## src/rtl/sdc_fft_pkg.sv

```systemverilog
// Shared types and helpers for the SDC FFT output reorder path:
// bit-reversal of a frame index, read FSM states and saturation limits.
package sdc_fft_pkg;

  localparam int unsigned MAX_LOG2N = 6;

  typedef enum logic {
    RD_IDLE = 1'b0,
    RD_READ = 1'b1
  } rd_state_e;

  // Reverse the low log2n bits of idx; bits above log2n come back as zero.
  function automatic logic [MAX_LOG2N-1:0] bitrev(input logic [MAX_LOG2N-1:0] idx,
                                                  input int unsigned log2n);
    logic [MAX_LOG2N-1:0] rev;
    rev = {<<{idx}};
    return rev >> (MAX_LOG2N - log2n);
  endfunction

  // Two's-complement limits of a w-bit component, as 32-bit patterns to be truncated to w bits.
  function automatic logic [31:0] sat_pos_lim(input int unsigned w);
    return (32'd1 << (w - 1)) - 32'd1;
  endfunction

  function automatic logic [31:0] sat_neg_lim(input int unsigned w);
    return ~sat_pos_lim(w);
  endfunction

endpackage

```

## src/rtl/sdc_pingpong_ram.sv

```systemverilog
// Two-bank sample store: bank select is the address MSB, one write port,
// combinational read port so the output register can load in the same cycle.
module sdc_pingpong_ram
  import sdc_fft_pkg::*;
#(
  parameter int width = 12,
  parameter int N     = 16,
  parameter int LOG2N = 4
) (
  input  logic                 clk,
  input  logic                 we,
  input  logic [LOG2N:0]       waddr,
  input  logic [2*width-1:0]   wdata,
  input  logic [LOG2N:0]       raddr,
  output logic [2*width-1:0]   rdata
);

  logic [2*width-1:0] mem [2*N];

  always_ff @(posedge clk) begin
    if (we) begin
      mem[waddr] <= wdata;
    end
  end

  assign rdata = mem[raddr];

endmodule

```

## src/rtl/sdc_fft_reorder.sv

```systemverilog
// Bit-reversed to natural-order frame reorder with ping-pong banks and valid/ready on both sides.
// Define SDC_REORDER_CONJ_EN to emit the saturated complex conjugate (I_out = -I).
module sdc_fft_reorder
  import sdc_fft_pkg::*;
#(
  parameter int width = 12,
  parameter int N     = 16,
  parameter int LOG2N = 4
) (
  input  logic                    clk,
  input  logic                    rst_n,
  input  logic                    in_valid,
  output logic                    in_ready,
  input  logic signed [width-1:0] R,
  input  logic signed [width-1:0] I,
  output logic                    out_valid,
  input  logic                    out_ready,
  output logic signed [width-1:0] R_out,
  output logic signed [width-1:0] I_out,
  output logic                    out_last
);

  localparam logic [LOG2N-1:0] LAST_IDX = LOG2N'(N - 1);

  rd_state_e               state_q, state_d;
  logic                    wr_bank_q, wr_bank_d;
  logic                    rd_bank_q, rd_bank_d;
  logic [1:0]              full_q, full_d;
  logic [LOG2N-1:0]        wr_cnt_q, wr_cnt_d;
  logic [LOG2N-1:0]        rd_cnt_q, rd_cnt_d;
  logic                    out_valid_q, out_valid_d;
  logic                    out_last_q, out_last_d;
  logic signed [width-1:0] r_out_q, r_out_d;
  logic signed [width-1:0] i_out_q, i_out_d;

  logic                    wr_fire;
  logic                    wr_done;
  logic [LOG2N-1:0]        wr_addr;
  logic                    out_free;
  logic                    load;
  logic                    rd_done;
  logic [2*width-1:0]      rd_data;
  logic signed [width-1:0] rd_r;
  logic signed [width-1:0] rd_i;
  logic signed [width-1:0] i_load;

  assign in_ready = !full_q[wr_bank_q];
  assign wr_fire  = in_valid && in_ready;
  assign wr_done  = wr_fire && (wr_cnt_q == LAST_IDX);
  assign wr_addr  = LOG2N'(bitrev(MAX_LOG2N'(wr_cnt_q), LOG2N));

  // The output register refills whenever it is empty or being drained this cycle.
  assign out_free = !out_valid_q || out_ready;
  assign load     = out_free && ((state_q == RD_READ) || full_q[rd_bank_q]);
  // A bank is released once its last sample has moved into the output register,
  // which lets the writer re-enter it without a gap under full throughput.
  assign rd_done  = load && (rd_cnt_q == LAST_IDX);

  sdc_pingpong_ram #(
    .width (width),
    .N     (N),
    .LOG2N (LOG2N)
  ) u_ram (
    .clk   (clk),
    .we    (wr_fire),
    .waddr ({wr_bank_q, wr_addr}),
    .wdata ({R, I}),
    .raddr ({rd_bank_q, rd_cnt_q}),
    .rdata (rd_data)
  );

  assign rd_r = rd_data[2*width-1:width];
  assign rd_i = rd_data[width-1:0];

`ifdef SDC_REORDER_CONJ_EN
  localparam logic signed [width-1:0] SAT_MAX = width'(sat_pos_lim(width));
  localparam logic signed [width-1:0] SAT_MIN = width'(sat_neg_lim(width));

  assign i_load = (rd_i == SAT_MIN) ? SAT_MAX : -rd_i;
`else
  assign i_load = rd_i;
`endif

  always_comb begin
    wr_cnt_d  = wr_cnt_q;
    wr_bank_d = wr_bank_q;
    if (wr_fire) begin
      wr_cnt_d = wr_cnt_q + 1'b1;
      if (wr_done) begin
        wr_bank_d = ~wr_bank_q;
      end
    end
  end

  // Read FSM: READ means the current rd_bank is being streamed out.
  always_comb begin
    state_d   = state_q;
    rd_bank_d = rd_bank_q;
    rd_cnt_d  = rd_cnt_q;
    unique case (state_q)
      RD_IDLE: if (load) state_d = RD_READ;
      RD_READ: state_d = RD_READ;
      default: state_d = RD_IDLE;
    endcase
    if (load) begin
      rd_cnt_d = rd_cnt_q + 1'b1;
    end
    if (rd_done) begin
      rd_bank_d = ~rd_bank_q;
      state_d   = full_q[~rd_bank_q] ? RD_READ : RD_IDLE;
    end
  end

  // Write completion and bank release always target different banks, so both apply.
  always_comb begin
    full_d = full_q;
    if (wr_done) full_d[wr_bank_q] = 1'b1;
    if (rd_done) full_d[rd_bank_q] = 1'b0;
  end

  always_comb begin
    out_valid_d = out_valid_q && !out_ready;
    out_last_d  = out_last_q;
    r_out_d     = r_out_q;
    i_out_d     = i_out_q;
    if (load) begin
      out_valid_d = 1'b1;
      out_last_d  = (rd_cnt_q == LAST_IDX);
      r_out_d     = rd_r;
      i_out_d     = i_load;
    end
  end

  always_ff @(posedge clk or negedge rst_n) begin
    if (!rst_n) begin
      state_q     <= RD_IDLE;
      wr_bank_q   <= 1'b0;
      rd_bank_q   <= 1'b0;
      full_q      <= 2'b00;
      wr_cnt_q    <= '0;
      rd_cnt_q    <= '0;
      out_valid_q <= 1'b0;
      out_last_q  <= 1'b0;
      r_out_q     <= '0;
      i_out_q     <= '0;
    end else begin
      state_q     <= state_d;
      wr_bank_q   <= wr_bank_d;
      rd_bank_q   <= rd_bank_d;
      full_q      <= full_d;
      wr_cnt_q    <= wr_cnt_d;
      rd_cnt_q    <= rd_cnt_d;
      out_valid_q <= out_valid_d;
      out_last_q  <= out_last_d;
      r_out_q     <= r_out_d;
      i_out_q     <= i_out_d;
    end
  end

  assign out_valid = out_valid_q;
  assign out_last  = out_last_q;
  assign R_out     = r_out_q;
  assign I_out     = i_out_q;

endmodule
```

## config.mk

```make
export PLATFORM = sky130hd
export DESIGN_NAME = sdc_fft_reorder
export DESIGN_NICKNAME = d
export VERILOG_FILES = /design/src/rtl/sdc_fft_pkg.sv /design/src/rtl/sdc_pingpong_ram.sv /design/src/rtl/sdc_fft_reorder.sv
export SDC_FILE = /design/constraint.sdc
export NUM_CORES = 1
export LEC_CHECK = 0
export BUFFER_PORTS_ARGS = -buffer_cell sky130_fd_sc_hd__buf_2
export CORE_MARGIN = 10
export CORE_UTILIZATION = 48
export DETAILED_ROUTE_END_ITERATION = 10
export SLEW_MARGIN = 20
export SYNTH_ARGS = -nofsm -noshare
export SYNTH_HDL_FRONTEND = slang
export SYNTH_SLANG_ARGS = --single-unit
```

## constraint.sdc

```tcl
create_clock -name clk -period 4.35 [get_ports clk]
set_input_delay 0 -clock clk [delete_from_list [all_inputs] [get_ports clk]]
set_output_delay 0 -clock clk [all_outputs]
set_load 0.05 [all_outputs]
```

==> impl_metrics.toml <==
[grt]
grt_first_pass_wirelength_um = 107000
grt_pass1_vias = 15130
gr-total-overflow = 0
track_usage_pct = 19.9
grt_max_degree = 69
grt_antenna_before_repair = 2

[status]
status = "completed"

[timing]
max_freq_ghz = 0.325
rsz0062_at_grt = "no"
tightestPinTransition_ns = 1.05
slew_viol_final = 0
min_period_ns = 3.07
skew_ns = 0.0195
final-hold-violation-count = 0
hold_slack_ns = 0.00675
finalSetupTns_ns = 0
setup_violations = 0
relSlewSlack_pct = 29.9
fin_crit_sh_pct = 70.7

[setup_path]
cp-end-kind = "flop"
cp_data_required_time_ns = 4.66
arrival_ns = 3.38
worstPathMaxFanout = 14
reg2reg_depth = 5
criticalPathCategory = "flop to flop"
startpoint_type = "flop"

[die]
die_w_um = 274
core_area_um2 = 64100
initial_core_util_pct = 48.3
die_y_um = 274
rows = 93
design.portCount = 55
die_area_um2 = 75000

[route]
drc = 0
vias_per_cell = 5.88
final_antenna_net_count = 0
wl_per_cell_um = 29.4
routed_wl_um = 74000
drtIter0Drc = 1473
dr_total_vias = 14796
dr.pass1.iters = 5

[run]
drv_cap = 0

[placement]
io_buffers = 54
placed_cells = 2354
dpl.hpwl_um = 42900
gp_congestion = 0.830
post_dp_cell_area_um2 = 32400

[logic_synthesis]
synth_ff_type = "edfxtp_1"
async_flop_share_pct = 4.83
syn-num-nets = 1520
ys_seq_area_share_pct = 77.7
ys_types = 33
syn_area_um2 = 31000
synth-edff-count = 768
synth_warnings = 0
syn_area_per_cell_um2 = 20.8
synthCells = 1490
ys_ff_latch = 807

[cts]
ctsResizeCount = 0
clkLatencyLatePin_ns = 0.63
cts.path.max_buffers = 3
cts_inserted_buffers = 80
cts_sinks = 807
tritoncts = "done"
cts-root-buf = "clkbuf_16"
htreeDepth = 3
cts_hold_buffers = 12
clk_pin_slew_ns = 0.06
cts_setup_buffers = 0

[finish]
multi_input_area_um2 = 6640
regArea_um2 = 24100
stdcell_count = 2515
area_delta_synth_final_pct = 13.7
design_area_um2 = 35200
drive_above_1_share_pct = 23.4
num-fill-cells = 4866
layout.nets = 1623

[power_and_ir_drop]
p_leak_nw = 11.5
cellPowerDensity_nw_per_um2 = 650
peakVddDrop_mv = 0.402
total_power_mw = 22.9

[min_path]
holdCritPathClass = "input pin to asynchronous set/reset pin"
==> registers in the layout, summed over array words and instances, names as in the netlist <==
signal     flops
u_ram.mem    768
out_valid      1
rd_cnt_q       4
wr_cnt_q       4
full_q         2
R_out         12
state_q        1
rd_bank_q      1
wr_bank_q      1
out_last       1
I_out         12
==> synth_stat cells, drive strengths merged (2+ instances only) <==
library cell | number | share of area [%]
nand3 | 6 | 0.097
inv | 6 | 0.073
o2111ai | 24 | 0.68
nand4 | 4 | 0.081
nand2 | 30 | 0.36
or3 | 27 | 0.55
dfrtp | 39 | 3.2
mux4 | 120 | 8.7
mux2i | 194 | 6.3
mux2 | 2 | 0.073
edfxtp | 768 | 75
xnor2 | 6 | 0.17
nor2b | 2 | 0.040
buf | 59 | 1.1
o21ai | 3 | 0.048
clkbuf | 27 | 0.33
nand3b | 4 | 0.097
o22a | 27 | 0.76
o22ai | 48 | 0.97
nor2 | 58 | 0.70
o221a | 24 | 0.87
ha | 2 | 0.081
nand2b | 2 | 0.040
nor3 | 3 | 0.048
==> area by class of cell <==
type / count / area share (%)
well taps: 855 / 3.04
clock buffers: 100 / 6.28
inverters: 6 / 0.0640
flip-flops and latches: 807 / 68.3
diodes: 1 / 0.00711
clock inverters: 48 / 1.27
multi-input cells: 591 / 18.9
repair buffers: 107 / 2.16
==> power by group <==
group	total (mW)	leakage [nW]	internal, mW	switching [mW]
logic	6.30	2.86	2.48	3.82
registers	9.63	7.36	9.09	0.543
clock network	6.94	1.31	4.08	2.85
total	22.9	11.5	15.7	7.22
==> stage by stage <==
step	setup slack (ns)	utilization [%]
floorplan	0.693	-
global placement	1.37	50.6
detailed placement	1.31	50.6
CTS	1.29	54.9
global route	1.09	54.9
finish	1.28	54.9
==> critical path, cell delays in order, from the launching register on <==
cell	delay [ns]
dfrtp_1	0.45
mux2i_1	0.37
and2_1	0.29
nand3b_1	0.50
nor2_2	0.77
buf_4	0.35
==> per-layer routing <==
metal / global-route usage (%) / vias up / share of wire, %
met5: 0 / - / 0
li1: - / 6397 / -
met4: 6.65 / 0 / 2.6
met1: 28.8 / 7784 / 44
met3: 4.70 / 83 / 8.0
met2: 29.3 / 532 / 45
==> logic make-up after synthesis <==
family,count (synthesis),synth area share (%)
compound gates,128,3.38
xor+xnor,7,0.198
fa+ha+maj,2,0.0808
buf+inv,92,1.54
flops,807,77.7
mux,316,15.1
simple gates,138,2.07
==> placed cells by master, fill, tap and decap left out, types with 18 or more instances in the layout <==
master | netlist | routed
mux2i_1 | 194 | 194
buf_2 | 41 | 54
dfrtp_1 | 39 | 35
o22ai_1 | 48 | 48
nand2_1 | 30 | 30
o2111ai_1 | 24 | 24
clkbuf_16 | 0 | 84
o22a_1 | 27 | 27
clkinv_2 | 0 | 18
or3_1 | 27 | 27
nor2_4 | 0 | 18
nor2_1 | 58 | 26
mux4_2 | 120 | 120
edfxtp_1 | 768 | 768
buf_4 | 13 | 36
==> worst paths after layout <==
check,start,to,slack (ns)
worst min register to register,wr_cnt_q[3],wr_cnt_q[3],0.54
min in group clk,R[7],u_ram.mem[19][19],0.02
worst min-delay path,rst_n,R_out[6],0.007
worst max-delay path,wr_bank_q,u_ram.mem[14][2],1.28
worst max register to register,wr_bank_q,u_ram.mem[14][2],1.28
max in group asynchronous,rst_n,rd_cnt_q[0],3.83
Note: power is estimated with default switching activity, not from simulation.
